$ cat config.mk
export PLATFORM = sky130hd
export DESIGN_NAME = wb_ram_slave_flat
export DESIGN_NICKNAME = d
export VERILOG_FILES = /design/src/rtl/wb_ram_slave_if.sv /design/src/rtl/wb_ram_slave.sv /design/src/flat_wrapper.sv
export SDC_FILE = /design/constraint.sdc
export NUM_CORES = 2
export LEC_CHECK = 0
export ABC_AREA = 1
export CAP_MARGIN = 20
export CELL_PAD_IN_SITES_DETAIL_PLACEMENT = 1
export CELL_PAD_IN_SITES_GLOBAL_PLACEMENT = 2
export CORE_MARGIN = 8
export CORE_UTILIZATION = 49
export CTS_BUF_LIST = sky130_fd_sc_hd__clkbuf_4 sky130_fd_sc_hd__clkbuf_8
export DETAILED_ROUTE_END_ITERATION = 7
export GPL_TIMING_DRIVEN = 1
export PLACE_DENSITY_LB_ADDON = 0.1
export SETUP_SLACK_MARGIN = 0.05
export SYNTH_ARGS = -nofsm -noshare
export SYNTH_HDL_FRONTEND = slang
export SYNTH_SLANG_ARGS = --single-unit
$ cat constraint.sdc
create_clock -name i_clk -period 3.4 [get_ports i_clk]
set_clock_uncertainty 0.1 [all_clocks]
set_input_delay 0.34 -clock i_clk [delete_from_list [all_inputs] [get_ports i_clk]]
set_output_delay 0.34 -clock i_clk [all_outputs]
set_load 0.05 [all_outputs]
$ cat src/rtl/wb_ram_slave_if.sv
// Wishbone B4 pipelined bus between the wbdbgbus master and wb_ram_slave,
// including the stall/error injection hooks used by bench harnesses.
interface wb_ram_slave_if;
    logic        i_wb_cyc;
    logic        i_wb_stb;
    logic        i_wb_we;
    logic [31:0] i_wb_addr;
    logic [31:0] i_wb_data;
    logic        o_wb_ack;
    logic        o_wb_err;
    logic        o_wb_stall;
    logic [31:0] o_wb_data;
    logic        i_force_stall;
    logic        i_force_error;

    modport master (
        output i_wb_cyc, i_wb_stb, i_wb_we, i_wb_addr, i_wb_data,
        output i_force_stall, i_force_error,
        input  o_wb_ack, o_wb_err, o_wb_stall, o_wb_data
    );

    modport slave (
        input  i_wb_cyc, i_wb_stb, i_wb_we, i_wb_addr, i_wb_data,
        input  i_force_stall, i_force_error,
        output o_wb_ack, o_wb_err, o_wb_stall, o_wb_data
    );
endinterface

$ cat src/rtl/wb_ram_slave.sv
// Pipelined Wishbone B4 RAM slave with programmable response latency and stall/error hooks.
// Define WB_RAM_OOR_ERR_EN to answer out-of-range accesses with err instead of ack.
module wb_ram_slave #(
    parameter int MEMORY_DEPTH = 128,
    parameter int LATENCY      = 1
) (
    input logic           i_clk,
    input logic           i_rst_n,
    wb_ram_slave_if.slave wb
);
    localparam int AW = (MEMORY_DEPTH > 1) ? $clog2(MEMORY_DEPTH) : 1;

    logic [31:0]        mem [MEMORY_DEPTH];
    logic               accept;
    logic               in_range;
    logic               req_err;
    logic               mem_we;
    logic [AW-1:0]      mem_idx;
    logic [31:0]        req_data;
    logic [LATENCY-1:0] valid_q;
    logic [LATENCY-1:0] valid_d;
    logic [LATENCY-1:0] err_q;
    logic [LATENCY-1:0] err_d;
    logic [31:0]        data_q [LATENCY];
    logic [31:0]        data_d [LATENCY];

    // Classification happens once, at acceptance; later stages only carry the result.
    always_comb begin
        accept   = wb.i_wb_cyc && wb.i_wb_stb && !wb.i_force_stall;
        in_range = wb.i_wb_addr < 32'(MEMORY_DEPTH);
        mem_idx  = wb.i_wb_addr[AW-1:0];
`ifdef WB_RAM_OOR_ERR_EN
        req_err  = wb.i_force_error || !in_range;
`else
        req_err  = wb.i_force_error;
`endif
        mem_we   = accept && wb.i_wb_we && in_range && !wb.i_force_error;
        req_data = 32'd0;
        if (in_range && !wb.i_force_error && !wb.i_wb_we) begin
            req_data = mem[mem_idx];
        end
    end

    always_ff @(posedge i_clk) begin
        if (mem_we) begin
            mem[mem_idx] <= wb.i_wb_data;
        end
    end

    // Dropping cyc aborts every in-flight response, not just new requests.
    always_comb begin
        valid_d[0] = accept;
        err_d[0]   = req_err;
        data_d[0]  = req_data;
        for (int i = 1; i < LATENCY; i++) begin
            valid_d[i] = wb.i_wb_cyc && valid_q[i-1];
            err_d[i]   = err_q[i-1];
            data_d[i]  = data_q[i-1];
        end
    end

    always_ff @(posedge i_clk or negedge i_rst_n) begin
        if (!i_rst_n) begin
            valid_q <= '0;
            err_q   <= '0;
            for (int i = 0; i < LATENCY; i++) begin
                data_q[i] <= 32'd0;
            end
        end else begin
            valid_q <= valid_d;
            err_q   <= err_d;
            for (int i = 0; i < LATENCY; i++) begin
                data_q[i] <= data_d[i];
            end
        end
    end

    assign wb.o_wb_stall = wb.i_force_stall;
    assign wb.o_wb_ack   = valid_q[LATENCY-1] && !err_q[LATENCY-1];
    assign wb.o_wb_err   = valid_q[LATENCY-1] && err_q[LATENCY-1];
    assign wb.o_wb_data  = (valid_q[LATENCY-1] && !err_q[LATENCY-1]) ? data_q[LATENCY-1] : 32'd0;
endmodule

$ cat src/flat_wrapper.sv
// flat-port wrapper written by rule: the top's interface ports become plain ports
module wb_ram_slave_flat 
#(
    parameter int MEMORY_DEPTH = 128,
    parameter int LATENCY      = 1
)
  (i_clk, i_rst_n, wb_i_wb_cyc, wb_i_wb_stb, wb_i_wb_we, wb_i_wb_addr, wb_i_wb_data, wb_i_force_stall, wb_i_force_error, wb_o_wb_ack, wb_o_wb_err, wb_o_wb_stall, wb_o_wb_data);
  wb_ram_slave_if wb_i ();
  input logic i_clk;
  input logic i_rst_n;
  input wire logic [$bits(wb_i.i_wb_cyc)-1:0] wb_i_wb_cyc;
  input wire logic [$bits(wb_i.i_wb_stb)-1:0] wb_i_wb_stb;
  input wire logic [$bits(wb_i.i_wb_we)-1:0] wb_i_wb_we;
  input wire logic [$bits(wb_i.i_wb_addr)-1:0] wb_i_wb_addr;
  input wire logic [$bits(wb_i.i_wb_data)-1:0] wb_i_wb_data;
  input wire logic [$bits(wb_i.i_force_stall)-1:0] wb_i_force_stall;
  input wire logic [$bits(wb_i.i_force_error)-1:0] wb_i_force_error;
  output wire logic [$bits(wb_i.o_wb_ack)-1:0] wb_o_wb_ack;
  output wire logic [$bits(wb_i.o_wb_err)-1:0] wb_o_wb_err;
  output wire logic [$bits(wb_i.o_wb_stall)-1:0] wb_o_wb_stall;
  output wire logic [$bits(wb_i.o_wb_data)-1:0] wb_o_wb_data;
  assign wb_i.i_wb_cyc = wb_i_wb_cyc;
  assign wb_i.i_wb_stb = wb_i_wb_stb;
  assign wb_i.i_wb_we = wb_i_wb_we;
  assign wb_i.i_wb_addr = wb_i_wb_addr;
  assign wb_i.i_wb_data = wb_i_wb_data;
  assign wb_i.i_force_stall = wb_i_force_stall;
  assign wb_i.i_force_error = wb_i_force_error;
  assign wb_o_wb_ack = wb_i.o_wb_ack;
  assign wb_o_wb_err = wb_i.o_wb_err;
  assign wb_o_wb_stall = wb_i.o_wb_stall;
  assign wb_o_wb_data = wb_i.o_wb_data;
  wb_ram_slave #(.MEMORY_DEPTH(MEMORY_DEPTH), .LATENCY(LATENCY)) u_core (.i_clk(i_clk), .i_rst_n(i_rst_n), .wb(wb_i));
endmodule
# Yosys cells after proc, flatten, opt, wreduce, memory -nomap -nowiden

Memory sizes are Yosys's and may differ from the RTL's.
Index checks and enable logic that the tools add are counted.

Register bits after elaboration: 34
Bits in latches: 0
RAM bits: 4096
Memory bits (read-only): 0
Input bits: 71
Output and inout port bits: 35
Word-level logic and storage cells: 22
Memories kept: 1

Memories:

| name       | depth | width | read ports | clocked after memory_dff | wr ports | RTL line           | RTL |
|---|---|---|---|---|---|---|---|
| u_core.mem | 128   | 32    | 1          | 0                        | 1        | wb_ram_slave.sv:13 | `logic [31:0] mem [MEMORY_DEPTH];` |

Add/subtract/negate cells: 0
Multipliers: 0
Div/mod/pow operators: 0
Magnitude comparators: 1
Equal/unequal tests: 0
Shift operators: 0
Mux-type cells: 4
Bitwise operators: 0
Reductions and logical operators: 13

Operators with widths:

| kind                                                                          | number |
|---|---|
| 32-bit two-way mux                                                            | 2 |
| 32-bit by 8-bit less-than comparator with 1-bit output, second input constant | 1 |
| 1-bit logical AND                                                             | 9 |
| 1-bit zero test                                                               | 4 |
| 1-bit two-way mux                                                             | 2 |

# Logic depth before layout (Yosys ltp)

Depth in word-level cells: 7
Mapped depth: 17

# Worst setup path after synthesis

No wires, ideal clock.

Path type: input -> register
Start point: input wb_i_wb_addr[2]
End point: memory u_core.mem[100][0], enable pin
Arrival time: 2.912 ns
Slack: -0.033 ns
Stages on the path: 10
Cell sequence: buf_4 > inv_2 > nor2_1 > buf_2 > buf_2 > inv_1 > nor2_1 > nand2_1 > clkbuf_1 > nor2_1

Cells in the longest elaborated chain, start to end: 5

Ends and longest elaborated chain:

| item                                                   | RTL line           | RTL |
|---|---|---|
| start: declaration                                     | flat_wrapper.sv:14 | `input wire logic [$bits(wb_i.i_wb_addr)-1:0] wb_i_wb_addr;` |
| 32-bit by 8-bit less-than comparator with 1-bit output | wb_ram_slave.sv:30 | `in_range = wb.i_wb_addr < 32'(MEMORY_DEPTH);` |
| 1-bit logical AND (2 in a row)                         | wb_ram_slave.sv:37 | `mem_we = accept && wb.i_wb_we && in_range && !wb.i_force_error;` |
| 1-bit two-way mux                                      | wb_ram_slave.sv:45 | `if (mem_we) begin` |
| 1-bit two-way mux (implied by the code)                | wb_ram_slave.sv:46 | `mem[mem_idx] <= wb.i_wb_data;` |
| end: declaration                                       | wb_ram_slave.sv:13 |  |

Several ways; a longest one is shown, not always the timed one.

# Final worst setup path

Start point: register u_core.err_q
End point: output wb_o_wb_data[13]

Cells in the longest elaborated chain, start to end: 3

Ends and longest elaborated chain:

| item                     | RTL line           | RTL |
|---|---|---|
| start: declaration       | wb_ram_slave.sv:22 | `logic [LATENCY-1:0] err_q;` |
| start signal: assignment | wb_ram_slave.sv:71 | `err_q <= err_d;` |
| 1-bit zero test          | wb_ram_slave.sv:81 | `assign wb.o_wb_data = (valid_q[LATENCY-1] && !err_q[LATENCY-1]) ? data_q[LATENCY-1] : 32'd0;` |
| 1-bit logical AND        | wb_ram_slave.sv:81 |  |
| 32-bit two-way mux       | wb_ram_slave.sv:81 |  |
| end: declaration         | flat_wrapper.sv:21 | `output wire logic [$bits(wb_i.o_wb_data)-1:0] wb_o_wb_data;` |

Every way passes these cells.

==> metrics.txt <==
result of the run=complete, no violations; startpoint kind of the worst setup timing path=flip-flop; input/output buffers=between 100 and 150; R2R depth=9; Cell Int Power=between 70 and 80 mW; max-slew violation total from the final report=0; clock tree buffer depth=4; share of final-layout standard cells stronger than drive strength 1=between 10% and 20%; Horiz. Die Dim=597.2 um; total power of the final layout=105.6 mW; global-route wire length before repair=between 800000 and 900000 um; crit path DAT=~2.8 ns; register area=about 120000 sq um; commonest non-fill, non-tap cell in the layout=sky130_fd_sc_hd__nand2_1; Initial Utilization=around 49%; Comb pwr share=under 10%; slew at the pin with the worst max-slew slack=approximately 1.2 ns; minimum clock period=between 3 and 4 ns; setup-violating endpoint count in the final report=0; post-layout net count=between 15000 and 20000; number of DRC violations after detailed routing=0; commonest cells after routing, fill and taps aside=sky130_fd_sc_hd__nand2_1, sky130_fd_sc_hd__edfxtp_1, sky130_fd_sc_hd__nor2_1; total global routing overflow=0; Die H=597.2 um; starting DRC count in detailed routing=13250; number of synthesized register bits=roughly 4100; post-detail-place hpwl=around 350000 um; area of the mapped netlist=around 170000 sq um; total clock buffers created by CTS=680; endpoint class of the critical path=output port; WP data required=just under 3 ns; Sw Share=between 20 and 25%; setup repair after global routing missed its margin=false; average footprint of a synthesized cell=between 10 and 15 sq um; die area=approximately 360000 sq um; register clock-pin slew on the reported worst setup and hold paths=0.07 ns; root buf cell=sky130_fd_sc_hd__clkbuf_8; Post-Syn Nets=between 10000 and 15000; count of distinct cell types in the synthesized netlist=20; maximum fanout encountered on the critical timing path=16; initial antenna violation count=52; Hold EP=u_core.mem[107][3]$_DFFE_PP_; post-route cell area=slightly below 200000 sq um; DR WL/cell=28.80 um; sequential fraction of the synthesis area=approximately 75%; antenna violation net count after detailed routing=0; Worst IR Drop VDD=~0.53 mV; latest clock arrival within the worst-skew pair=1.25 ns; placed cell areas=180400 sq um; area grow syn2layout=17.32%; row count=213; class of the tightest hold or removal check=in2reg; number of vias after detailed routing=between 100k and 150k; number of detailed-routing iterations run before antenna repair=8; TritonCTS clock tree=done; vias in the first global route=approximately 120k; H-tree depth reported by CTS=6; share of power burned in the clock network=40.3%; Tcrit/Tclk final=roughly 96%; I/O pins=around 110; largest net degree at the start of global routing=between 150 and 200; Fmax=about 310 MHz; Hold Vio Cnt, Final=0; reg-to-reg startpoint=u_core.mem[44][12]$_DFFE_PP_; Worst Setup Path Type=reg2out; power dissipated by switching net loads=roughly 26 mW; multi-input gate area in the final layout=about 38000 sq um; HP Start=wb_i_wb_data[3]; endpoint of the most critical register-to-register path=u_core.data_q[12]$_DFF_PN0_; count of yosys warnings during synthesis=0; setup slack on the worst flop-to-flop path=around 0.55 ns; last weighted congestion value of the routability-driven placer=between 0.8 and 0.9; total core area=around 340000 sq um; final core utilization=a little under 60%; number of vias per cell=5.793; total of max-cap violations=0; hold path cells=2; Power per Cell Area=543.8 nW/um^2; Sinks on Clock Net=around 4100; FILL cells=about 34000; relative slew slack=between 10% and 20%; Static Leakage=71.31 nW; synthesized instance count=~14000; total track usage=31.89%; final wirelength=582300 um; share of power burned in registers=between 50% and 60%
[metal layers]
metal	track usage, %	part of all wire (%)	routed length, um	vias to the layer above
li1	-	-	-	50880
met1	43.66	41	237700	60230
met2	50.86	46	270300	5070
met3	5.508	8.2	47590	958
met4	13.30	4.6	26660	6
met5	0	0.0070	41	-
[Yosys cell counts, drive strengths merged]
cell,count,area share (%)
and3,1,0.0038
buf,500,1.5
clkbuf,320,0.73
clkinv,1,0.0023
dfrtp,34,0.51
edfxtp,4096,74
inv,158,0.36
nand2,4376,9.9
nand3,1081,3.3
nand4,64,0.24
nor2,2258,5.1
nor4,1,0.0038
o21ai,1305,3.9
or2,9,0.034
[worst max-delay path by stage]
stage | depth (start not counted) | endpoint | start | slack [ns]
detailed placement | 16 | u_core.data_q[5]$_DFF_PN0_ | wb_i_wb_addr[0] | -0.31
floorplan | 10 | u_core.mem[100][0]$_DFFE_PP_ | wb_i_wb_addr[2] | -0.03
CTS | 5 | wb_o_wb_data[3] | u_core.err_q$_DFF_PN0_ | 0.06
global placement | 14 | u_core.data_q[4]$_DFF_PN0_ | wb_i_wb_addr[0] | -0.92
finish | 5 | wb_o_wb_data[13] | u_core.err_q$_DFF_PN0_ | 0.15
global route | 6 | wb_o_wb_data[13] | u_core.valid_q$_DFF_PN0_ | 0.04
[metrics by stage]
step / cells / TNS (ns) / hold WS, ns / setup slack [ns]
floorplan: 14200 / -19.13 / -0.05559 / -0.03314
global placement: 18900 / -2.225 / 0.5475 / -0.9218
detailed placement: 18900 / -0.6940 / 0.1784 / -0.3095
CTS: 20200 / 0 / 0.003304 / 0.05909
global route: 20200 / 0 / 0.03890 / 0.03647
finish: 20220 / 0 / 0.08001 / 0.1489
[kinds of logic (layout without fill, tap and decap cells)]
kind of cell           Yosys count  after routing  synth area share, %
flip-flops                    4130           4130                74.84
AO/OA/AOI/OAI                 1305           1305                3.947
AND/OR/NAND/NOR               7790           7790                18.60
buffers and inverters          979           2455                2.617
other                            0             25                    0
[flip-flops by register name, summed over array words and instances (netlist names)]
| signal | count |
|---|---|
| u_core.valid_q | 1 |
| u_core.mem | 4096 |
| u_core.err_q | 1 |
| u_core.data_q | 32 |
[worst max-delay path, cell delays in order (launching register included)]
cell and delay, ns:
sky130_fd_sc_hd__dfrtp_1 0.39, sky130_fd_sc_hd__nor2_2 0.28, sky130_fd_sc_hd__clkinvlp_4 0.15, sky130_fd_sc_hd__buf_4 0.21
sky130_fd_sc_hd__nor2_1 0.16, sky130_fd_sc_hd__clkdlybuf4s18_2 0.40
[power by group through the flow]
stage	registers [mW]	logic [mW]	clock network (mW)
6_report	56.0	7.08	42.5
5_1_grt	55.9	7.47	45.1
4_1_cts	56.0	7.01	43.1
3_5_place_dp	57.0	6.88	0
3_3_place_gp	57.0	6.71	0
2_1_floorplan	57.0	2.79	0
[layout make-up]
| type | count | area share [%] |
|---|---|---|
| repair buffers | 1069 | 6.508 |
| inverters | 159 | 0.3274 |
| diodes | 25 | 0.03222 |
| repair inverters | 1 | 0.003866 |
| well taps | 4515 | 2.909 |
| clock buffers | 930 | 5.854 |
| multi-input cells | 9095 | 19.75 |
| clock inverters | 296 | 0.8274 |
| flip-flops and latches | 4130 | 63.79 |
[repair_timing]
item                                   4_1_cts  5_1_grt
hold buffers                                61        0
gates cloned                                 1        0
resized for setup                          100        2
buffers inserted                             4        0
endpoints found under the hold margin     4140        0
setup endpoints to repair                   32        2
(Power assumes the default switching activity.)
